`config.mk`:
```
export PLATFORM = sky130hd
export DESIGN_NAME = jk_updown_counter
export DESIGN_NICKNAME = d
export VERILOG_FILES = /design/src/rtl/jk_pkg.sv /design/src/rtl/jk_cell.sv /design/src/rtl/jk_updown_counter.sv
export SDC_FILE = /design/constraint.sdc
export NUM_CORES = 1
export LEC_CHECK = 0
export CORE_AREA = 4 4 41 43
export DETAILED_ROUTE_END_ITERATION = 7
export DIE_AREA = 0 0 45 47
export DONT_BUFFER_PORTS = 1
export MAX_ROUTING_LAYER = met4
export PLACE_DENSITY = 0.46
export SLEW_MARGIN = 20
export SYNTH_ARGS = -nofsm -noshare
export SYNTH_HDL_FRONTEND = slang
export SYNTH_SLANG_ARGS = --single-unit
```
`constraint.sdc`:
```
create_clock -name clk -period 4.4 [get_ports clk]
set_input_delay 0.88 -clock clk [delete_from_list [all_inputs] [get_ports clk]]
set_output_delay 0.88 -clock clk [all_outputs]
set_load 0.02 [all_outputs]
```
`src/rtl/jk_pkg.sv`:
```
// Shared JK operation encodings and the modulo next-count helper for the
// JK-cell based up/down counter.
package jk_pkg;

  localparam logic [1:0] JK_HOLD = 2'b00;
  localparam logic [1:0] JK_RST  = 2'b01;
  localparam logic [1:0] JK_SET  = 2'b10;
  localparam logic [1:0] JK_TGL  = 2'b11;

  // Out-of-range counts recover to 0 on the next count edge in either direction.
  function automatic int unsigned next_count(input int unsigned cur,
                                             input logic        up,
                                             input int unsigned modulus);
    if (cur >= modulus) return 0;
    if (up) return (cur == modulus - 1) ? 0 : cur + 1;
    return (cur == 0) ? modulus - 1 : cur - 1;
  endfunction

endpackage

```
`src/rtl/jk_cell.sv`:
```
// Single JK flip-flop with asynchronous active-low reset to 0.
module jk_cell
  import jk_pkg::*;
(
  input  logic clk,
  input  logic res,
  input  logic j,
  input  logic k,
  output logic q
);

  logic r_q;

  always_ff @(posedge clk or negedge res) begin
    if (!res) begin
      r_q <= 1'b0;
    end else begin
      case ({j, k})
        JK_HOLD: r_q <= r_q;
        JK_RST:  r_q <= 1'b0;
        JK_SET:  r_q <= 1'b1;
        default: r_q <= ~r_q;
      endcase
    end
  end

  assign q = r_q;

endmodule

```
`src/rtl/jk_updown_counter.sv`:
```
// Mod-MODULUS up/down counter built from JK cells, with parallel load,
// combinational terminal count and a sticky wrap flag.
module jk_updown_counter
  import jk_pkg::*;
#(
  parameter int unsigned WIDTH   = 4,
  parameter int unsigned MODULUS = 10
) (
  input  logic             clk,
  input  logic             res,
  input  logic             en,
  input  logic             up,
  input  logic             load,
  input  logic [WIDTH-1:0] din,
  input  logic             clr_wrap,
  output logic [WIDTH-1:0] q,
  output logic             tc,
  output logic             wrapped
);

  localparam logic [WIDTH-1:0] LP_MAX = WIDTH'(MODULUS - 1);

  logic [WIDTH-1:0] w_q;
  logic [WIDTH-1:0] w_nxt;
  logic [WIDTH-1:0] w_din_c;
  logic [1:0]       w_op [WIDTH];
  logic             w_tc;
  logic             r_wrapped;

  assign w_din_c = (32'(din) >= MODULUS) ? LP_MAX : din;
  assign w_nxt   = WIDTH'(next_count(32'(w_q), up, MODULUS));
  assign w_tc    = en & ((up & (w_q == LP_MAX)) | (~up & (w_q == '0)));

  // Load forces each cell via set/reset; counting toggles only the bits that change.
  always_comb begin
    for (int i = 0; i < int'(WIDTH); i++) begin
      w_op[i] = JK_HOLD;
      if (load) begin
        w_op[i] = w_din_c[i] ? JK_SET : JK_RST;
      end else if (en) begin
        w_op[i] = (w_nxt[i] != w_q[i]) ? JK_TGL : JK_HOLD;
      end
    end
  end

  for (genvar g = 0; g < int'(WIDTH); g++) begin : g_cell
    jk_cell u_cell (
      .clk (clk),
      .res (res),
      .j   (w_op[g][1]),
      .k   (w_op[g][0]),
      .q   (w_q[g])
    );
  end

  // A wrap on the same edge as clr_wrap keeps the flag set.
  always_ff @(posedge clk or negedge res) begin
    if (!res) begin
      r_wrapped <= 1'b0;
    end else if (w_tc && !load) begin
      r_wrapped <= 1'b1;
    end else if (clr_wrap) begin
      r_wrapped <= 1'b0;
    end
  end

  assign q       = w_q;
  assign tc      = w_tc;
  assign wrapped = r_wrapped;

endmodule

```
After elaboration in Yosys (flattened, before gate mapping). Index checks and enable logic that the tools add are counted.

Add/sub/neg operators: 2. Multiply operators: 0. Div/mod/pow operators: 0. $lt $le $gt $ge: 2. Eq/ne operators: 13. Shift-type cells: 0. Muxes and demuxes: 31. Bitwise gates (word level): 9. Reductions and logical operators: 8.

Operators with widths (number): 2-bit two-way mux (16); 4-bit two-way mux (6); 1-bit one-hot mux with 3 select lines (4); 2-bit by 1-bit == test with 1-bit output (second input constant) (4); 2-bit == test (second input constant) (4); 4-bit >= comparator (second input constant) (2); 2-bit logical NOT (4); 1-bit two-way mux (5); 1-bit NOT (5); 4-bit by 1-bit adder with 4-bit output (second input constant) (1); 4-bit == test (second input constant) (1); 4-bit logical NOT (1); 1-bit inequality test (4); 4-bit by 1-bit subtractor with 4-bit output (second input constant) (1); 1-bit bitwise AND (3); 2-bit nonzero test (1); 1-bit logical AND (1); 1-bit logical NOT (1); 1-bit bitwise OR (1).

Register bits after elaboration: 5. Latch bits: 0. RAM bits: 0. Memory bits (read-only): 0. Input bits: 10. Output and inout port bits: 6. Logic and storage cells: 70. Memories kept: 0.

Longest topological paths before layout. Gate-level depths: netlist of the first run.

Word-level depth: 11. Gate-level depth with buffers: 4. Mapped depth without buffers: 3.

By module. From an unflattened synthesis of the first run, not the netlist that was laid out.

Cell total of the unflattened synthesis: 82. Area total of the unflattened synthesis: 666.9 µm².

Modules (own cells, without submodules): jk_cell (times used 4, cells an instance 9, area each 86.3 µm², seq. area each 25.0 µm²); jk_updown_counter (times used 1, cells an instance 46, area each 321.6 µm², seq. area each 25.0 µm²).

Least setup slack after synthesis of the first run. OpenSTA, ideal clock, no wires.

Path kind: input port to output port. Start point: in up. End point: out tc. Arrival: 1.664 ns. Setup slack: 1.856 ns. Stages on the path: 4. Path buffers: 1. Path through: clkbuf_4 or3_1 nand2_1 and3_1.

Longest elaborated chain between the ends: 4. Elaborated cells between the ends (all ways): 5.

RTL lines: from (decl) (RTL line jk_updown_counter.sv:12) `input logic up,`; 1-bit NOT (RTL line jk_updown_counter.sv:32) `assign w_tc = en & ((up & (w_q == LP_MAX)) | (~up & (w_q == '0)));`; 1-bit bitwise AND (RTL line jk_updown_counter.sv:32); 1-bit bitwise OR * (RTL line jk_updown_counter.sv:32); 1-bit bitwise AND * (RTL line jk_updown_counter.sv:32); to (decl) (RTL line jk_updown_counter.sv:17) `output logic tc,`.

Mark *: on every way between the ends. The rest lies on a longest branch, timed or not.

Final worst setup path of the first run.
Start point: reg g_cell[0].u_cell.r_q. End point: out tc.

Longest elaborated chain between the ends: 4. Elaborated cells between the ends (all ways): 6.

RTL lines: from (decl) (RTL line jk_cell.sv:12) `logic r_q;`; from (signal assigned) (RTL line jk_cell.sv:19) `JK_HOLD: r_q <= r_q;`; from (signal assigned) (RTL line jk_cell.sv:22) `default: r_q <= ~r_q;`; 4-bit == test or 4-bit logical NOT (tied branches) (RTL line jk_updown_counter.sv:32); 1-bit bitwise AND (RTL line jk_updown_counter.sv:32); 1-bit bitwise OR * (RTL line jk_updown_counter.sv:32); 1-bit bitwise AND * (RTL line jk_updown_counter.sv:32).

Marks and branches as above.

==> results of run 1 <==
[flip-flops by register name, indices dropped and copies added (netlist names)]
register and count:
g_cell.u_cell.q 4, wrapped 1
[per-stage QoR]
step           utilization  instances
2_1_floorplan            -         51
6_report             0.343         63
4_1_cts              0.343         63
5_1_grt              0.343         63
3_5_place_dp         0.323         59
3_3_place_gp         0.323         59
[cells by family after synthesis]
family / after synthesis / synth area share
simple gates: 19 / 0.268
compound gates: 15 / 0.279
buf+inv: 11 / 0.163
flops: 5 / 0.271
xor+xnor: 1 / 0.0190
[power breakdown]
| group | internal (W) | switching (W) | total (W) | leakage [nW] |
|---|---|---|---|---|
| registers | 0.0000507 | 0.0000191 | 0.0000698 | 0.0632 |
| clock network | 0.0000342 | 0.0000181 | 0.0000524 | 0.0150 |
| logic | 0.0000142 | 0.0000124 | 0.0000265 | 0.0995 |
| total | 0.0000991 | 0.0000496 | 0.000149 | 0.178 |
[worst paths after layout]
| check | start | slack (ns) | end |
|---|---|---|---|
| min in group clk | wrapped$_DFFE_PN0P_ | 0.73 | wrapped$_DFFE_PN0P_ |
| max in group asynchronous | res | 3.99 | g_cell[0].u_cell.q$_DFFE_PN0P_ |
| min | res | 0.33 | g_cell[3].u_cell.q$_DFFE_PN0P_ |
| max reg2reg | g_cell[0].u_cell.q$_DFFE_PN0P_ | 2.64 | g_cell[2].u_cell.q$_DFFE_PN0P_ |
| max | g_cell[0].u_cell.q$_DFFE_PN0P_ | 1.94 | tc |
| min reg2reg | wrapped$_DFFE_PN0P_ | 0.73 | wrapped$_DFFE_PN0P_ |
[placed cells by master, fill, tap and decap left out, types with 2 or more instances in the layout]
master / count
a21oi_1: 3
clkbuf_4: 3
dfrtp_1: 5
inv_1: 4
nand2_1: 3
nand3b_1: 2
nor3b_1: 3
o21ai_0: 2
or3_1: 2
[area by class of cell]
| class | count | area (um^2) |
|---|---|---|
| fillers | 148 | 855 |
| multi-input cells | 35 | 262 |
| flip-flops and latches | 5 | 125 |
| clock buffers | 4 | 26.3 |
| well taps | 15 | 18.8 |
| inverters | 4 | 15.0 |
[worst max-delay path, delay by kind of cell (launching register included)]
family | cells | cell delay, ns
AND/OR/NAND/NOR | 3 | 0.77
flip-flops | 1 | 0.57
[metal layers]
metal | GRT usage | vias up
li1 | - | 182
met1 | 0.136 | 175
met2 | 0.153 | 14
met3 | 0.0766 | 0
met4 | 0.0351 | 0
met5 | - | -
==> metrics.yaml, run 1 <==
synth_fp_nets: 61
yosys-top-cells-count: "5 x dfrtp_1, 4 x buf_4, 4 x inv_1"
rsz0062_at_grt: "no"
fin_ws_ns: 1.94
post_cts_buffers: 0
grt_max_degree: 14
wl_met3_um: 111
avgRoutedWirePerCell_um: 15.8
synthCells: 51
synth_top_cell_area_share: 0.271
portBuffers: 0
die-area_um2: 2120
slowest_stage: "dfrtp_1"
cp_data_required_time_ns: 3.52
hold_violations: 0
yosysMostFrequentCell: "dfrtp_1"
gp_congestion: 0.790
cts_buffers: 3
rows: 13
tightestPinTransition_ns: 0.532
drcViolationCount: 0
maxSlewViolCount: 0
antenna_found_initial: 0
drive_gt1_frac: 0.146
final_area_um2: 447
max_stage_delay_ns: 0.57
clock_latency_ns: 0.24
grt_overflow: 0
first_global_vias: 338
syn_to_final_growth_pct: -3.25
cts.sinks: 5
reg2reg_depth: 3
async_reset_ff_frac: 1.00
yosys.area.top_type: "dfrtp_1"
die_y_um: 47
setup-tns-final_ns: 0
m1WireLength_um: 440
cts_root_buf: "clkbuf_4"
top_level_ports: 16
fmax_ghz: 0.406
p_per_area_nw_per_um2: 333
drv_cap: 0
ys_types: 31
cts_tree: "done"
htree_levels: 1
wl_um: 995
place_area_um2: 420
ir_drop_v: 0.000205
avgSynthCellArea_um2: 9.05
dr_total_vias: 371
nets: 59
status: "finished clean"
critical_path_class: "flop to primary output"
endpoint_kind: "primary output"
coreArea_um2: 1300
relSlewSlack: 0.646
clockBufferDepth: 2
cp.arrival_ns: 1.58
timing.final.crit_period_ns: 2.46
power.total_w: 0.000149
via_per_inst: 5.89
grt_pass1_wl_mm: 1.63
hold_class: "input port to asynchronous set/reset pin"
ant_nets: 0
initial_utilization: 0.355
path_clk_slew_ns: 0.04
leakage_nw: 0.178
highest_layer: "met3"
start_kind: "flop"
die_w_um: 45
diodes: 0
ys.flop_type: "dfrtp_1"
synth-edff-count: 0
hold_buffers: 0
finalClockSkew_ns: 0.00590
dp_hpwl_um: 762
cp_max_fo: 13
whs_ns: 0.331
dr_wl_met2_um: 443
finalCritPeriodShare: 0.560
finalSetupViolCount: 0
drt_pre_antenna_iters: 4
synthTopCellsByArea: "dfrtp_1 27%, buf_4 6.5%, a2111oi_4 6.0%"
detailedRoute.firstIterationViolations: 9
yosysWarnings: 0
grt_usage: 0.114
synth-seq-cells: 5
place_worst_setup_slack_ns: 1.98
path_cells: "or3_1 > nand2_1 > and3_1"
netlist_area_um2: 462
yosysSeqAreaShare: 0.271
ctsResizeCount: 0
No activity file was read; power rests on OpenSTA's default activity.
==> run 2, diff against run 1 <==
- clock period: 4.4 -> 2.35 ns (I/O delays scaled with it)
==> run 2 against run 1 <==
Core utilization grew 1.3 points. Worst setup slack lost 1.6 ns. Worst hold slack gained 0.037 ns. Register-to-register slack lost 2.0 ns. Total power grew 89%. Combinational power grew 140%. Final area grew 3.9%. Critical path type unchanged. Critical endpoint unchanged. Largest cell class unchanged. Largest power group unchanged.
==> metrics.yaml, run 2 (synthesis results as in run 1) <==
die_y_um: 47
clockBufferDepth: 2
wl_um: 977
ant_nets: 0
diodes: 0
reg2reg_depth: 3
timing.final.crit_period_ns: 2.01
rsz0062_at_grt: "no"
first_global_vias: 361
p_int_w: 0.000189
cts_root_buf: "clkbuf_4"
avgRoutedWirePerCell_um: 15.0
grt_pass1_wl_mm: 1.59
endpoint_kind: "primary output"
status: "finished clean"
grt_usage: 0.107
relSlewSlack: 0.697
grt_overflow: 0
portBuffers: 0
antenna_found_initial: 0
syn_to_final_growth_pct: 0.542
maxSlewViolCount: 0
dp_hpwl_um: 763
path_clk_slew_ns: 0.04
post_cts_buffers: 0
max_stage_delay_ns: 0.52
gp_congestion: 0.698
drv_cap: 0
cts_buffers: 3
path_depth: 3
hold_class: "input port to flop"
slowest_stage: "dfrtp_1"
coreArea_um2: 1300
drt_pre_antenna_iters: 4
utilization: 0.357
via_per_inst: 5.75
hold_violations: 0
cp.arrival_ns: 1.54
finalCritPeriodShare: 0.854
dr_total_vias: 374
finalSetupViolCount: 0
p_seq_frac: 0.432
tightestPinTransition_ns: 0.455
initial_utilization: 0.355
cts_tree: "done"
die_w_um: 45
detailedRoute.firstIterationViolations: 15
start_kind: "flop"
ir_drop_v: 0.000257
final_cell_mix: "5 x dfrtp_1, 4 x inv_1"
clock_latency_ns: 0.23
cp_top_family: "simple AND/OR/NAND/NOR gates"
fmax_ghz: 0.498
fill_cells: 143
clockPowerShare: 0.339
cp_data_required_time_ns: 1.88
path_cells: "or3_1 > nand2_1 > and3_1"
top_level_ports: 16
netSwitchingPower_w: 0.0000915
cp_max_fo: 10
setup-tns-final_ns: 0
p_sw_frac: 0.326
worst-path-buf-inv: 0
leakage_nw: 0.187
finalClockSkew_ns: 0.00270
critical_path_class: "flop to primary output"
p_per_area_nw_per_um2: 605
layout_commonest_cell: "dfrtp_1"
drcViolationCount: 0
nets: 61
htree_levels: 1
rows: 13
grt_max_degree: 13
largest_reg_flops: 4
die-area_um2: 2120
pwr-share-comb: 0.229
holdPathStages: 1
cts.sinks: 5
drive_gt1_frac: 0.160
==> run 2: changes by cell type in the layout (fill, tap and decap cells not counted), sizes merged <==
| cell | previous run | this run |
|---|---|---|
| buf | 0 | 1 |
| dlygate4sd3 | 0 | 1 |
==> run 2: timing repair <==
| item | in CTS | in global routing |
|---|---|---|
| resized for setup | 0 | 0 |
| hold buffers | 1 | 0 |
| hold endpoints to repair | 5 | 0 |
==> run 2: worst paths after layout <==
kind                                                start                        endpoint  slack [ns]
setup / recovery           g_cell[3].u_cell.q$_DFFE_PN0P_                              tc        0.34
hold / removal                                       load  g_cell[0].u_cell.q$_DFFE_PN0P_        0.37
setup reg to reg           g_cell[1].u_cell.q$_DFFE_PN0P_  g_cell[2].u_cell.q$_DFFE_PN0P_        0.63
hold reg to reg                       wrapped$_DFFE_PN0P_             wrapped$_DFFE_PN0P_        0.74
max in group asynchronous                             res  g_cell[0].u_cell.q$_DFFE_PN0P_        1.64
min in group asynchronous                             res  g_cell[2].u_cell.q$_DFFE_PN0P_        0.52
==> run 2: stage by stage <==
step	setup WS [ns]	cells	power [W]	hold slack (ns)	instance area, um^2
CTS	0.327	65	0.000285	0.371	464
floorplan	0.626	51	0.000191	0.174	462
detailed placement	0.585	60	0.000184	0.175	428
global route	0.223	65	0.000299	0.377	464
finish	0.342	65	0.000281	0.368	464
global placement	0.591	60	0.000185	0.175	428
==> run 2: layout make-up <==
class	count	area, um^2	area share
Inverter	4	15.0	0.0323
Clock buffer	4	26.3	0.0566
Sequential cell	5	125	0.270
Timing Repair Buffer	2	17.5	0.0377
Tap cell	15	18.8	0.0404
Multi-Input combinational cell	35	262	0.563
==> run 2: layer usage <==
layer | global-route usage | up-vias | wire, um
li1 | - | 188 | -
met1 | 0.127 | 173 | 451
met2 | 0.155 | 13 | 450
met3 | 0.0498 | 0 | 75
met4 | 0.0468 | 0 | 0
met5 | - | - | 0
==> run 2: power by group through the flow <==
stage | Sequential, W | Combinational, W | Clock [W]
floorplan | 0.000108 | 0.0000830 | 0
global placement | 0.000123 | 0.0000621 | 0
detailed placement | 0.000123 | 0.0000612 | 0
CTS | 0.000121 | 0.0000646 | 0.0000996
global route | 0.000124 | 0.0000714 | 0.000104
finish | 0.000121 | 0.0000642 | 0.0000953
==> run 3, diff against run 2 <==
- SKIP_LAST_GASP: unset -> 1
==> results of run 3 <==
No change in the layout: final DEF, timing and power equal those of run 2.
